## src/rtl/seq_scan_pkg.sv

```systemverilog
// Shared encodings for the serial 1011 scanner: detector states, controller
// states, the pattern constant and the detector next-state function.
package seq_scan_pkg;

    typedef enum logic [1:0] {
        DET_S0   = 2'b00,
        DET_S1   = 2'b01,
        DET_S10  = 2'b11,
        DET_S101 = 2'b10
    } det_state_t;

    typedef enum logic [1:0] {
        CTRL_IDLE  = 2'b00,
        CTRL_SHIFT = 2'b01,
        CTRL_DONE  = 2'b10
    } ctrl_state_t;

    localparam logic [3:0] PATTERN = 4'b1011;

    // Overlapping detection: after a hit the trailing 1 restarts the prefix in S1.
    function automatic det_state_t det_next(input det_state_t s, input logic w);
        det_state_t n;
        case (s)
            DET_S0:   n = w ? DET_S1   : DET_S0;
            DET_S1:   n = w ? DET_S1   : DET_S10;
            DET_S10:  n = w ? DET_S101 : DET_S0;
            DET_S101: n = w ? DET_S1   : DET_S10;
            default:  n = DET_S0;
        endcase
        return n;
    endfunction

endpackage

```

## src/rtl/pattern_fsm.sv

```systemverilog
// Mealy detector for the serial pattern 1011; z is combinational on the
// current state and input bit, the state only advances while en is high.
module pattern_fsm
    import seq_scan_pkg::*;
(
    input  logic Clock,
    input  logic Resetn,
    input  logic clr,
    input  logic en,
    input  logic w,
    output logic z
);

    det_state_t r_state;

    // Detector state register: reset and clr both return to S0, en gates advance.
    always_ff @(posedge Clock) begin
        if (!Resetn) begin
            r_state <= DET_S0;
        end else if (clr) begin
            r_state <= DET_S0;
        end else if (en) begin
            r_state <= det_next(r_state, w);
        end else begin
            r_state <= r_state;
        end
    end

    assign z = (r_state == DET_S101) & w & en;

endmodule

```

## src/rtl/seq_scan_ctrl.sv

```systemverilog
// Word scanner: captures a DATA_W word, streams it MSB first through the 1011
// detector, and presents the match count and first-match index on a handshake.
module seq_scan_ctrl
    import seq_scan_pkg::*;
#(
    parameter int DATA_W = 8,
    parameter int CNT_W  = $clog2(DATA_W + 1)
) (
    input  logic              Clock,
    input  logic              Resetn,
    input  logic              clr,
    input  logic              in_valid,
    output logic              in_ready,
    input  logic [DATA_W-1:0] in_data,
    output logic              out_valid,
    input  logic              out_ready,
    output logic [CNT_W-1:0]  out_count,
    output logic              out_hit,
    output logic [CNT_W-1:0]  out_first,
    output logic              busy
);

    localparam logic [CNT_W-1:0] LAST_IDX = CNT_W'(DATA_W - 1);

    ctrl_state_t       r_state;
    logic [DATA_W-1:0] r_word;
    logic [CNT_W-1:0]  r_idx;
    logic [CNT_W-1:0]  r_count;
    logic [CNT_W-1:0]  r_first;
    logic              r_hit;
    logic              r_in_ready;
    logic              r_out_valid;
    logic              r_busy;

    logic              w_accept;
    logic              w_en;
    logic              w_z;
    logic              w_det_clr;
    logic [DATA_W-1:0] w_shifted;
    logic              w_bit;

    // clr wins over a simultaneous offer so an aborted cycle never accepts a word.
    assign w_accept  = (r_state == CTRL_IDLE) & r_in_ready & in_valid & ~clr;
    assign w_en      = (r_state == CTRL_SHIFT);
    assign w_det_clr = clr | w_accept;
    assign w_shifted = r_word << r_idx;
    assign w_bit     = w_shifted[DATA_W-1];

    pattern_fsm u_pattern_fsm (
        .Clock  (Clock),
        .Resetn (Resetn),
        .clr    (w_det_clr),
        .en     (w_en),
        .w      (w_bit),
        .z      (w_z)
    );

    // Controller FSM with all handshake and result outputs registered.
    always_ff @(posedge Clock) begin
        if (!Resetn) begin
            r_state     <= CTRL_IDLE;
            r_word      <= '0;
            r_idx       <= '0;
            r_count     <= '0;
            r_first     <= '0;
            r_hit       <= 1'b0;
            r_in_ready  <= 1'b1;
            r_out_valid <= 1'b0;
            r_busy      <= 1'b0;
        end else if (clr) begin
            r_state     <= CTRL_IDLE;
            r_idx       <= '0;
            r_count     <= '0;
            r_first     <= '0;
            r_hit       <= 1'b0;
            r_in_ready  <= 1'b1;
            r_out_valid <= 1'b0;
            r_busy      <= 1'b0;
        end else begin
            case (r_state)
                CTRL_IDLE: begin
                    if (w_accept) begin
                        r_state    <= CTRL_SHIFT;
                        r_word     <= in_data;
                        r_idx      <= '0;
                        r_count    <= '0;
                        r_first    <= '0;
                        r_hit      <= 1'b0;
                        r_in_ready <= 1'b0;
                        r_busy     <= 1'b1;
                    end else begin
                        r_state <= CTRL_IDLE;
                    end
                end
                CTRL_SHIFT: begin
                    if (w_z) begin
                        r_count <= r_count + CNT_W'(1);
                        r_hit   <= 1'b1;
                        if (r_count == '0) begin
                            r_first <= r_idx;
                        end else begin
                            r_first <= r_first;
                        end
                    end else begin
                        r_count <= r_count;
                    end
                    if (r_idx == LAST_IDX) begin
                        r_state     <= CTRL_DONE;
                        r_out_valid <= 1'b1;
                    end else begin
                        r_idx <= r_idx + CNT_W'(1);
                    end
                end
                CTRL_DONE: begin
                    // in_ready rises only after the handshake edge, never inside DONE.
                    if (out_ready) begin
                        r_state     <= CTRL_IDLE;
                        r_out_valid <= 1'b0;
                        r_in_ready  <= 1'b1;
                        r_busy      <= 1'b0;
                    end else begin
                        r_state <= CTRL_DONE;
                    end
                end
                default: begin
                    r_state     <= CTRL_IDLE;
                    r_in_ready  <= 1'b1;
                    r_out_valid <= 1'b0;
                    r_busy      <= 1'b0;
                end
            endcase
        end
    end

    assign in_ready  = r_in_ready;
    assign out_valid = r_out_valid;
    assign out_count = r_count;
    assign out_hit   = r_hit;
    assign out_first = r_first;
    assign busy      = r_busy;

endmodule

```

## config.mk

```make
export PLATFORM = sky130hd
export DESIGN_NAME = seq_scan_ctrl
export DESIGN_NICKNAME = d
export VERILOG_FILES = /design/src/rtl/seq_scan_pkg.sv /design/src/rtl/pattern_fsm.sv /design/src/rtl/seq_scan_ctrl.sv
export SDC_FILE = /design/constraint.sdc
export NUM_CORES = 1
export LEC_CHECK = 0
export BUFFER_PORTS_ARGS = -buffer_cell sky130_fd_sc_hd__buf_2
export CAP_MARGIN = 10
export CORE_UTILIZATION = 58
export CTS_CLUSTER_DIAMETER = 60
export DETAILED_ROUTE_END_ITERATION = 16
export PLACE_DENSITY = 0.92
export SLEW_MARGIN = 20
export SYNTH_ARGS = -nofsm -noshare
export SYNTH_HDL_FRONTEND = slang
export SYNTH_SLANG_ARGS = --single-unit
```

## constraint.sdc

```tcl
create_clock -name Clock -period 3.9 [get_ports Clock]
set_input_delay 0.195 -clock Clock [delete_from_list [all_inputs] [get_ports Clock]]
set_output_delay 0.195 -clock Clock [all_outputs]
set_load 0.05 [all_outputs]
```

* Yosys cells after proc, flatten, opt, wreduce, memory -nomap -nowiden *
Cells that the tools add are included.

cells by class
  add/subtract/negate cells = 2
  equality and inequality tests = 12
  shifts and indexed selects = 1
  mux-type cells = 26
  bitwise gates (word level) = 10
  reduce and logical (&&, ||, !) cells = 13

operators with widths
  cell                                                 count
  one-hot mux 4 bit (2 select lines)                   3
  two-way mux 4 bit                                    5
  AND reduction 3 bit                                  5
  != test 2 bit, second input constant                 6
  one-hot mux 2 bit (3 select lines)                   2
  one-hot mux 1 bit (3 select lines)                   3
  adder 4 x 1 -> 4 bit, second input constant          2
  two-way mux 1 bit                                    8
  two-way mux 2 bit                                    4
  << shifter 8 x 4 -> 8 bit                            1
  equality test 2 bit, second input constant           3
  OR reduction 2 bit                                   3
  bitwise AND 1 bit                                    5
  equality test 2 x 1 -> 1 bit, second input constant  2
  equality test 4 x 3 -> 1 bit, second input constant  1
  logical NOT 2 bit                                    2
  logical NOT 4 bit                                    1
  inverter 1 bit                                       4
  AND reduction 4 bit                                  1
  one-hot mux 1 bit (2 select lines)                   1
  nonzero test 2 bit                                   1
  OR 1 bit                                             1

storage, ports and cells
  bits in registers = 28
  bits of input ports = 13
  output and inout bits = 12
  word-level logic and storage cells = 74

* Logic depth before layout (Yosys ltp) *
Gate-level depths: netlist of the first run.

  depth after elaboration = 6
  depth in mapped cells = 6
  depth with buffers taken out = 6

* Modules after synthesis *
From an unflattened synthesis of the first run, not the netlist that was laid out.

second synthesis, totals
  cells, all modules = 151
  area, all modules = 1380.1 um^2

by module, submodules not included
  module         times used  cells each  area an instance (um^2)  sequential area each (um^2)
  seq_scan_ctrl  1           136         1233.7                   520.5
  pattern_fsm    1           15          146.4                    40.0

* Worst setup path after synthesis of the first run *
OpenSTA, ideal clock, no wires.

  kind = reg-to-reg
  start point = register r_in_ready (netlist: in_ready)
  end point = register r_count[2] (netlist: out_count[2])
  setup time = 0.144 ns
  arrival time = 1.662 ns
  required time = 3.756 ns
  path slack = 2.094 ns
  cell stages (with the launch flop) = 6
  path buffers = 1
  period minus slack after synthesis = 1.806 ns
  cell sequence = dfxtp_1 nand4bb_1 or2_2 clkbuf_1 o2111ai_1 o41ai_1

between the ends
  cells in the longest elaborated chain, start to end = 5

ends and longest elaborated chain
  item                                  line                  source
  start: declaration                    seq_scan_ctrl.sv:31   logic r_in_ready;
  start signal: assignment              seq_scan_ctrl.sv:67   r_in_ready <= 1'b1;
  start signal: assignment              seq_scan_ctrl.sv:76   r_in_ready <= 1'b1;
  start signal: assignment              seq_scan_ctrl.sv:89   r_in_ready <= 1'b0;
  bitwise AND 1 bit (3 in a row)        seq_scan_ctrl.sv:43   assign w_accept = (r_state == CTRL_IDLE) & r_in_ready & in_valid & ~clr;
  != test 2 bit (no source line)        --
  AND reduction 3 bit (no source line)  --
  end signal: assignment                seq_scan_ctrl.sv:97   r_count <= r_count + CNT_W'(1);
  end signal: assignment                seq_scan_ctrl.sv:105  r_count <= r_count;
  end: declaration                      seq_scan_ctrl.sv:28   logic [CNT_W-1:0] r_count;

Every way passes these cells.
A chain may end at the register's enable or synchronous reset.

* Worst setup path in the final report of the first run *
  start point = register r_state[0]
  end point = register r_count[3] (netlist: out_count[3])

between the ends
  cells in the longest elaborated chain, start to end = 6
  elaborated cells on any way between the ends = 11
  those cells by class = 3 x eq/ne; 1 x mux; 4 x bitwise; 3 x reduce/logical

ends and longest elaborated chain
  item                                  line                                      source
  start: declaration                    seq_scan_ctrl.sv:25                       ctrl_state_t r_state;
  start signal: assignment              seq_scan_ctrl.sv:61                       r_state <= CTRL_IDLE;
  start signal: assignment              seq_scan_ctrl.sv:71                       r_state <= CTRL_IDLE;
  start signal: assignment              seq_scan_ctrl.sv:83                       r_state <= CTRL_SHIFT;
  logical NOT 2 bit                     seq_scan_ctrl.sv:43, seq_scan_ctrl.sv:80
  bitwise AND 1 bit (3 in a row)        seq_scan_ctrl.sv:43
  != test 2 bit (no source line)        --
  AND reduction 3 bit (no source line)  --

Several ways; a longest one is shown, not always the timed one.

==> results.json, run 1 <==
{
  "post_dp_cell_area_um2": 1479,
  "finalWeightedCongestion": 0.7903,
  "clk_latency_ns": 0.31,
  "status": "finished, final reports clean",
  "synth_area_leader_cell": "dfxtp_1",
  "powerDensity_nw_per_um2": 307.2,
  "fin_cells": 197,
  "cts_tree": "yes",
  "yosysUniqueCellTypes": 37,
  "fin_util": 0.6787,
  "ant_nets": 0,
  "fin_crit_sh": 0.5395,
  "fin_nets": 190,
  "netlist_top_cells_area": "dfxtp_1 (42%), nand2_1 (6.7%), mux2i_1 (5.9%)",
  "drive_gt1_frac": 0.2012,
  "wl_met3_um": 121,
  "finalHoldViolCount": 0,
  "port_buffers": 24,
  "critPathSlowestCell": "nor2b_1",
  "core_um2": 2212,
  "tightest_slew_ns": 0.7962,
  "clkTransAtPathRegs_ns": 0.14,
  "design.die.area_um2": 2525,
  "syn-instance-count": 147,
  "setup.worst_path.end_class": "flip-flop",
  "cts_resized": 0,
  "highest_layer": "met4",
  "rsz0062_at_grt": "false",
  "die_w_um": 50.25,
  "synth_seq_cells": 28,
  "grt_pass1_vias": 1065,
  "diodes": 0,
  "worst_slew_margin_rel": 0.4681,
  "irDropWorstVdd_v": 0.0002052,
  "num_vias": 1119,
  "seq_area_frac_synth": 0.4152,
  "power.static_leakage_uw": 0.0005648,
  "finalSetupViolations": 0,
  "area_delta_synth_final_pct": 11.21,
  "synth.avg_cell_area_um2": 9.184,
  "rows": 17,
  "crit_chain": "nor2b_1 -> and2_1 -> nand4_4 -> or3_1 -> a21oi_1",
  "synth_top_area_share": 0.4152,
  "period_needed_ns": 2.104,
  "drt_iter0_drc": 28,
  "path_class": "reg2reg",
  "drv_cap": 0,
  "ctsHoldBuffers": 0,
  "grt_antenna_before_repair": 0,
  "hp-class": "in2reg",
  "grt_max_degree": 15,
  "route.detailed.drc": 0,
  "ios": 25,
  "grtUsageTotal": 0.2396,
  "slew_violations": 0,
  "wl_met1_mm": 1.120,
  "cts-root-buf": "clkbuf_4",
  "cpPeakStageDelay_ns": 0.61,
  "tns_ns": 0,
  "fmax_mhz": 475.3,
  "detail_route.first_pass.iterations": 4,
  "clockBufferDepth": 2,
  "postCtsSetupRepairBufs": 0,
  "synth_warnings": 0,
  "fin_skew_ns": 0.004305,
  "cp.arrival_ns": 2.36,
  "routed_wl_mm": 2.586,
  "start_kind": "flip-flop",
  "cts_sinks": 28,
  "dp_hpwl_mm": 1.958,
  "synth_nets": 166,
  "fin_hold_ws_ns": 0.1098,
  "grt_overflow": 0,
  "htreeDepth": 1,
  "viasPerCell": 5.680,
  "initial_core_util": 0.6103,
  "wl_per_cell_um": 13.13,
  "fp.dieH_um": 50.25,
  "syn_area_um2": 1350,
  "path_max_fanout": 12,
  "cts_made_buffers": 3,
  "fin_area_um2": 1501,
  "wl_met2_mm": 1.305,
  "grt_pass1_wl_mm": 4.629,
  "critPathRequiredTime_ns": 4.15,
  "placed_cells": 194
}
## layout make-up
type                            count  area [µm²]
Fill cell                         186       710.7
Multi-Input combinational cell    107       737.0
Tap cell                           28       35.03
Sequential cell                    28       560.5
Clock buffer                        3       22.52
Inverter                            7       26.28
Timing Repair Buffer               24       120.1
## cells in the final DEF (no fill, tap or decap), types with 2 or more instances in the layout
cell,synthesis,routed
nand2_1,24,24
buf_2,0,24
inv_1,7,7
dfxtp_1,28,28
nand2b_1,3,3
o21ai_0,5,5
a21oi_1,8,8
clkbuf_4,0,3
nor2_1,7,7
nand3_1,8,8
mux2i_1,8,8
a211oi_1,2,2
a21boi_0,8,8
nor2b_1,4,4
ha_1,6,6
nand4_1,3,3
## logic make-up (layout without fill, tap and decap cells)
logic type / count (synthesis) / after routing / share of synthesized area
simple gates: 59 / 59 / 0.2299
buf+inv: 12 / 34 / 0.03892
flops: 28 / 28 / 0.4152
mux: 8 / 8 / 0.05932
compound gates: 32 / 32 / 0.1881
fa+ha+maj: 6 / 6 / 0.05561
xor+xnor: 2 / 2 / 0.01298
## Yosys cell counts, drive strengths merged
library cell,count
nor3b,1
or2,1
nand2b,3
and3,2
nand2,24
o31ai,1
clkbuf,4
mux2i,8
a31oi,1
inv,7
buf,1
a211oi,2
and2,1
and3b,1
o21ai,6
o41ai,1
dfxtp,28
xor2,1
nand3,8
a22oi,2
o2111ai,1
o22ai,1
nor2b,4
or3,1
xnor2,1
a21boi,8
a41oi,1
a21oi,8
nand4,4
nor2,8
nand4bb,1
ha,6
## state kept, by name (all words and copies together), names as in the netlist
name	count
in_ready	1
r_state	2
r_word	8
out_count	4
r_idx	4
busy	1
out_valid	1
out_first	4
out_hit	1
u_pattern_fsm.r_state	2
## worst max-delay path: cells and delay by family (launching register included)
family	cells	cell delay [ns]
AO/OA/AOI/OAI	1	0.14
flip-flops	1	0.41
AND/OR/NAND/NOR	4	1.49
## per-layer routing
metal / global-route usage / vias up
met3: 0.03939 / 4
met2: 0.4067 / 41
met1: 0.2968 / 514
met5: 0 / -
li1: - / 560
met4: 0.1000 / 0
## metrics by stage
| stage | total power [µW] | setup WS, ns |
|---|---|---|
| 5_1_grt | 488.7 | 1.576 |
| 3_5_place_dp | 353.6 | 1.834 |
| 3_3_place_gp | 350.9 | 1.953 |
| 4_1_cts | 464.8 | 1.800 |
| 2_1_floorplan | 339.0 | 2.094 |
| 6_report | 461.3 | 1.796 |
## power by group
part | internal, µW | leakage (µW) | total, µW | switching (µW)
Clock | 36.1 | 0.0000138 | 114 | 77.5
Combinational | 19.1 | 0.000324 | 50.2 | 31.1
Sequential | 293 | 0.000227 | 297 | 4.87
Total | 348 | 0.000565 | 461 | 113
## path summary, 6_finish.rpt
check	from	endpoint	slack, ns	cells past startpoint
hold reg to reg	out_hit	out_hit	0.46	2
setup reg to reg	r_state[0]	out_count[3]	1.80	5
hold / removal	in_data[5]	r_word[5]	0.11	3
setup / recovery	r_state[0]	out_count[3]	1.80	5
(Power assumes the default switching activity.)
==> run 2, diff against run 1 <==
--- a/config.mk
+++ b/config.mk
@@ -5,12 +5,13 @@
 export SDC_FILE = /design/constraint.sdc
 export NUM_CORES = 1
 export LEC_CHECK = 0
+export ABC_AREA = 1
 export BUFFER_PORTS_ARGS = -buffer_cell sky130_fd_sc_hd__buf_2
 export CAP_MARGIN = 10
-export CORE_UTILIZATION = 58
+export CORE_UTILIZATION = 54
 export CTS_CLUSTER_DIAMETER = 60
 export DETAILED_ROUTE_END_ITERATION = 16
-export PLACE_DENSITY = 0.92
+export PLACE_DENSITY = 0.87
 export SLEW_MARGIN = 20
 export SYNTH_ARGS = -nofsm -noshare
 export SYNTH_HDL_FRONTEND = slang
==> constraint.sdc (replaced) <==
create_clock -name Clock -period 2 [get_ports Clock]
set_input_delay 0.1 -clock Clock [delete_from_list [all_inputs] [get_ports Clock]]
set_output_delay 0.1 -clock Clock [all_outputs]
set_load 0.05 [all_outputs]
==> run 2 against run 1 <==
Synthesized cell count rose by 24%. Final area rose by 2.5%. Clock power rose by 110%. Critical endpoint is now r_idx[0].
==> results.json, run 2 <==
{
  "status": "finished, final reports clean",
  "cts_tree": "yes",
  "synth.avg_cell_area_um2": 7.500,
  "regMostFlops": "r_word",
  "setup.worst_path.end_class": "flip-flop",
  "postCtsSetupRepairBufs": 0,
  "diodes": 0,
  "seq_area_frac_synth": 0.4084,
  "grt_max_degree": 17,
  "hp-class": "in2reg",
  "cts_sinks": 28,
  "wl_per_cell_um": 11.56,
  "grt_pass1_wl_mm": 4.581,
  "num_vias": 1220,
  "clockBufferDepth": 2,
  "grt_overflow": 0,
  "viasPerCell": 5.169,
  "syn-instance-count": 183,
  "die_w_um": 52.42,
  "ios": 25,
  "pre_cts_ws_ns": 0.3640,
  "rsz0062_at_grt": "false",
  "powerDensity_nw_per_um2": 623.2,
  "cpMostUsedCell": "inv_1",
  "period_needed_ns": 1.692,
  "finalSetupViolations": 0,
  "netlist_top_cells_area": "dfxtp_1 (41%), nand2_1 (10%), a21oi_1 (8.4%)",
  "clk_latency_ns": 0.33,
  "irDropWorstVdd_v": 0.0004255,
  "synth.most_common_cell": "nand2_1",
  "worst_slew_margin_rel": 0.6885,
  "synth_seq_cells": 28,
  "cts-root-buf": "clkbuf_4",
  "rows": 17,
  "fin_crit_sh": 0.8461,
  "ant_nets": 0,
  "fin_skew_ns": 0.002502,
  "detail_route.first_pass.iterations": 4,
  "critPathRequiredTime_ns": 2.27,
  "start_kind": "flip-flop",
  "initial_core_util": 0.5975,
  "critPathSlowestCell": "or2_1",
  "route.detailed.drc": 0,
  "drv_cap": 0,
  "synth_warnings": 0,
  "crit_chain": "inv_1 -> or2_1 -> inv_4 -> a21oi_2 -> nand2_4 -> inv_1 -> nand2_1 -> a21oi_1",
  "core_um2": 2297,
  "ctsHoldBuffers": 0,
  "synth_edf_count": 0,
  "syn_area_um2": 1373,
  "design.die.area_um2": 2747,
  "fin_hold_ws_ns": 0.03394,
  "n_fill_cell": 205,
  "layout_common_cells": "nand2_1 (37), dfxtp_1 (28), inv_1 (27), buf_2 (24), a21oi_1 (23)",
  "synth_common_cells": "nand2_1 (37), dfxtp_1 (28), inv_1 (27), a21oi_1 (23), nand3_1 (16)",
  "cts_resized": 0,
  "path_class": "reg2reg",
  "r2r_slack_ns": 0.31,
  "reg2reg_depth": 8,
  "fp.dieH_um": 52.42,
  "power.static_leakage_uw": 0.0007355,
  "grt_antenna_before_repair": 0,
  "finalHoldViolCount": 0,
  "path_max_fanout": 9,
  "cts_made_buffers": 3,
  "port_buffers": 24,
  "finalWeightedCongestion": 0.7844,
  "synth_area_leader_cell": "dfxtp_1",
  "tns_ns": 0,
  "synthArstFlopShare": 0,
  "routed_wl_mm": 2.728,
  "clkTransAtPathRegs_ns": 0.14,
  "placed_cells": 233,
  "grt_pass1_vias": 1089,
  "grtUsageTotal": 0.2248,
  "largest_reg_flops": 8,
  "synth_ff_type": "dfxtp_1",
  "holdPathStages": 3,
  "tightest_slew_ns": 0.4672,
  "slew_violations": 0,
  "cpPeakStageDelay_ns": 0.40,
  "synth_top_area_share": 0.4084,
  "dp_hpwl_mm": 2.092,
  "setup_ws_ns": 0.3079,
  "cp.arrival_ns": 1.96,
  "fin_cells": 236,
  "yosysUniqueCellTypes": 26,
  "final_common_cell": "nand2_1",
  "fmax_mhz": 591.0,
  "synth_nets": 202,
  "drive_gt1_frac": 0.1875,
  "fin_nets": 229,
  "drt_iter0_drc": 17,
  "htreeDepth": 1,
  "area_delta_synth_final_pct": 12.12
}
## run 2: cell count changes after synthesis, sizes merged, moves of 8 or more
| cell | before | now |
|---|---|---|
| nand3 | 8 | 16 |
| a21oi | 8 | 25 |
| inv | 7 | 29 |
| nand2 | 24 | 40 |
| mux2i | 8 | 0 |
| a21boi | 8 | 0 |
## run 2: critical path: cells and delay by family (launching register included)
family / cells / cell delay (ns)
flops: 1 / 0.34
buf+inv: 3 / 0.31
compound gates: 2 / 0.41
simple gates: 3 / 0.58
## run 2: per-stage QoR
step | util | cell area [µm²] | power [µW]
2_1_floorplan | - | 1373 | 699.6
3_3_place_gp | 0.6601 | 1516 | 729.6
3_5_place_dp | 0.6601 | 1516 | 737.0
4_1_cts | 0.6699 | 1539 | 964.1
5_1_grt | 0.6699 | 1539 | 1001
6_report | 0.6699 | 1539 | 959.1
## run 2: cell families (layout without fill, tap and decap cells)
logic type	after synthesis	after routing	synth area share
AO/OA/AOI/OAI	39	39	0.1550
XOR/XNOR	2	2	0.01276
adder cells (fa/ha/maj)	6	6	0.05469
buffers and inverters	32	57	0.09481
flip-flops	28	28	0.4084
AND/OR/NAND/NOR	76	76	0.2744
## run 2: power breakdown
part	switching [µW]	internal, µW
registers	10.7	578
logic	91.8	44.8
clock network	163	70.8
## run 2: final timing paths
kind / start / endpoint
max: r_state[0] / r_idx[0]
min: in_data[5] / r_word[5]
max reg2reg: r_state[0] / r_idx[0]
min reg2reg: out_first[3] / out_first[3]
## run 2: area by class of cell
type                            instances  area (µm²)  share of cell area
Timing Repair Buffer                   25       127.6             0.08293
Tap cell                               28       35.03             0.02276
Clock buffer                            3       22.52             0.01463
Inverter                               29       111.4             0.07236
Multi-Input combinational cell        123       681.9              0.4431
Sequential cell                        28       560.5              0.3642
## run 2: per-layer routing
| metal | vias up | track usage | routed length [µm] |
|---|---|---|---|
| met2 | 19 | 0.3819 | 1309 |
| met3 | 5 | 0.02609 | 62 |
| met5 | - | 0 | 0 |
| li1 | 640 | - | - |
| met1 | 556 | 0.2855 | 1312 |
| met4 | 0 | 0.09211 | 43 |
==> run 3, diff against run 2 <==
--- a/config.mk
+++ b/config.mk
@@ -8,10 +8,10 @@
 export ABC_AREA = 1
 export BUFFER_PORTS_ARGS = -buffer_cell sky130_fd_sc_hd__buf_2
 export CAP_MARGIN = 10
-export CORE_UTILIZATION = 54
+export CORE_UTILIZATION = 49
 export CTS_CLUSTER_DIAMETER = 60
 export DETAILED_ROUTE_END_ITERATION = 16
-export PLACE_DENSITY = 0.87
+export PLACE_DENSITY = 0.83
 export SLEW_MARGIN = 20
 export SYNTH_ARGS = -nofsm -noshare
 export SYNTH_HDL_FRONTEND = slang
==> constraint.sdc (replaced) <==
create_clock -name Clock -period 1.5 [get_ports Clock]
set_input_delay 0.075 -clock Clock [delete_from_list [all_inputs] [get_ports Clock]]
set_output_delay 0.075 -clock Clock [all_outputs]
set_load 0.05 [all_outputs]
==> run 3 against run 2 <==
Final cell count increased by 6.4%. Critical path depth unchanged. Flip-flop and latch count unchanged. Global-route usage decreased by 2.1 points. Register-to-register slack got worse by 0.19 ns. Non-clock buffer count increased by 13. First-iteration DRC count increased by 41%. Clock power increased by 29%.
==> results.json, run 3 (synthesis results as in run 2) <==
{
  "viasPerCell": 5.004,
  "setup.worst_path.end_class": "flip-flop",
  "finalHoldViolCount": 0,
  "die_w_um": 54.93,
  "drt_iter0_drc": 24,
  "crit-reg2reg-launch": "r_state[0]",
  "period_needed_ns": 1.386,
  "switching_share": 0.2713,
  "fin_area_um2": 1670,
  "internal_power_uw": 939.8,
  "cts_sinks": 28,
  "reg2reg_depth": 8,
  "path_max_fanout": 5,
  "routed_wl_mm": 2.818,
  "num_vias": 1256,
  "htreeDepth": 1,
  "irDropWorstVdd_v": 0.0005887,
  "layout_common_cells": "nand2_1 (36), inv_1 (26), buf_2 (24), a21oi_1 (23), dfxtp_1 (23)",
  "detail_route.first_pass.iterations": 4,
  "ant_nets": 0,
  "finalWeightedCongestion": 0.8573,
  "clockBufferDepth": 2,
  "clk_latency_ns": 0.32,
  "post_dp_cell_area_um2": 1573,
  "critPathSlowestCell": "dfxtp_2",
  "drv_cap": 0,
  "wl_per_cell_um": 11.23,
  "fp.dieH_um": 54.93,
  "crit_chain": "inv_1 -> or2_4 -> a21oi_4 -> a21oi_4 -> nand2_4 -> inv_1 -> o21ai_1 -> nor2_1",
  "regMostFlops": "r_word",
  "fin_nets": 242,
  "pre_cts_ws_ns": -0.04679,
  "power.static_leakage_uw": 0.0008074,
  "fin_crit_sh": 0.9239,
  "hold_end": "r_word[0]",
  "finalSetupViolations": 0,
  "multiInputGateArea_um2": 704.4,
  "cp.arrival_ns": 1.62,
  "power_uw": 1290,
  "power_frac_clock": 0.234,
  "r2r_slack_ns": 0.11,
  "initial_core_util": 0.5346,
  "fin_skew_ns": 0.005290,
  "power_switching_uw": 349.9,
  "grtUsageTotal": 0.2042,
  "holdPathStages": 3,
  "placed_cells": 242,
  "fmax_mhz": 721.6,
  "cts_made_buffers": 3,
  "final_common_cell": "nand2_1",
  "timing.rr.end": "r_idx[2]",
  "port_buffers": 24,
  "grt_antenna_before_repair": 0,
  "crit_path_start": "r_state[0]",
  "critPathRequiredTime_ns": 1.73,
  "path_class": "reg2reg",
  "grt_max_degree": 25,
  "fin_cells": 251,
  "start_kind": "flip-flop",
  "tightest_slew_ns": 0.2579,
  "cts_tree": "yes",
  "route.detailed.drc": 0,
  "core_um2": 2567,
  "n_fill_cell": 239,
  "slew_violations": 0,
  "setup_ws_ns": 0.1142,
  "regArea_um2": 566.8,
  "worst_slew_margin_rel": 0.8279,
  "status": "finished, final reports clean",
  "largest_reg_flops": 8,
  "hp-start": "in_data[0]",
  "dp_hpwl_mm": 2.064,
  "powerDensity_nw_per_um2": 772.1,
  "clkTransAtPathRegs_ns": 0.14,
  "cts-root-buf": "clkbuf_4",
  "design.die.area_um2": 3017,
  "rsz0062_at_grt": "false",
  "drive_gt1_frac": 0.2760,
  "area_delta_synth_final_pct": 21.70,
  "seqPwrFrac": 0.607,
  "grt_overflow": 0,
  "ios": 25,
  "diodes": 0,
  "rows": 18,
  "comb_power_share": 0.159,
  "grt_pass1_vias": 1074,
  "grt_pass1_wl_mm": 4.443,
  "hp-class": "in2reg",
  "fin_hold_ws_ns": 0.01660,
  "cpPeakStageDelay_ns": 0.35
}
run 3: stage by stage:
step | setup TNS, ns | utilization
6_report | 0 | 0.6506
5_1_grt | 0 | 0.6506
4_1_cts | 0 | 0.6262
3_5_place_dp | -0.1345 | 0.6126
3_3_place_gp | 0 | 0.6126
2_1_floorplan | 0 | -
run 3: worst max-delay path, delay by kind of cell (launching register included):
| kind | cells | cell delay (ns) |
|---|---|---|
| compound gates | 3 | 0.35 |
| buf+inv | 2 | 0.14 |
| flops | 1 | 0.35 |
| simple gates | 3 | 0.45 |
run 3: per-layer routing:
metal,share of wire,wire length [µm],GRT usage
met1,0.46,1298,0.2346
met2,0.49,1367,0.3614
met3,0.052,147,0.07377
met4,0.0021,6,0.04167
met5,0,0,0
run 3: final cells by class:
class / instances / area share
clock buffer: 3 / 0.01348
inverter: 29 / 0.06667
multi-input combinational: 123 / 0.4217
sequential: 28 / 0.3393
tap: 30 / 0.02247
timing repair buffer: 38 / 0.1363
run 3: worst max-delay path by stage:
stage and endpoint:
6_report r_idx[2], 5_1_grt u_pattern_fsm.r_state[0], 4_1_cts r_idx[3], 3_5_place_dp r_idx[3]
3_3_place_gp r_idx[3], 2_1_floorplan out_first[0]
run 3: what timing repair did:
action / 4_1_cts / 5_1_grt
endpoints found under the hold margin: 1 / 0
hold buffers: 1 / 0
gates resized for setup: 1 / 9
pin swaps: 0 / 3
setup endpoints to repair: 9 / 13
setup buffers: 0 / 5
run 3: power by group through the flow:
stage,Combinational (µW),Sequential (µW),Clock (µW)
after global placement,190,797,0
after detailed placement,194,798,0
final,205,783,302
after CTS,198,782,314
after floorplan,117,816,0
after global routing,231,786,345
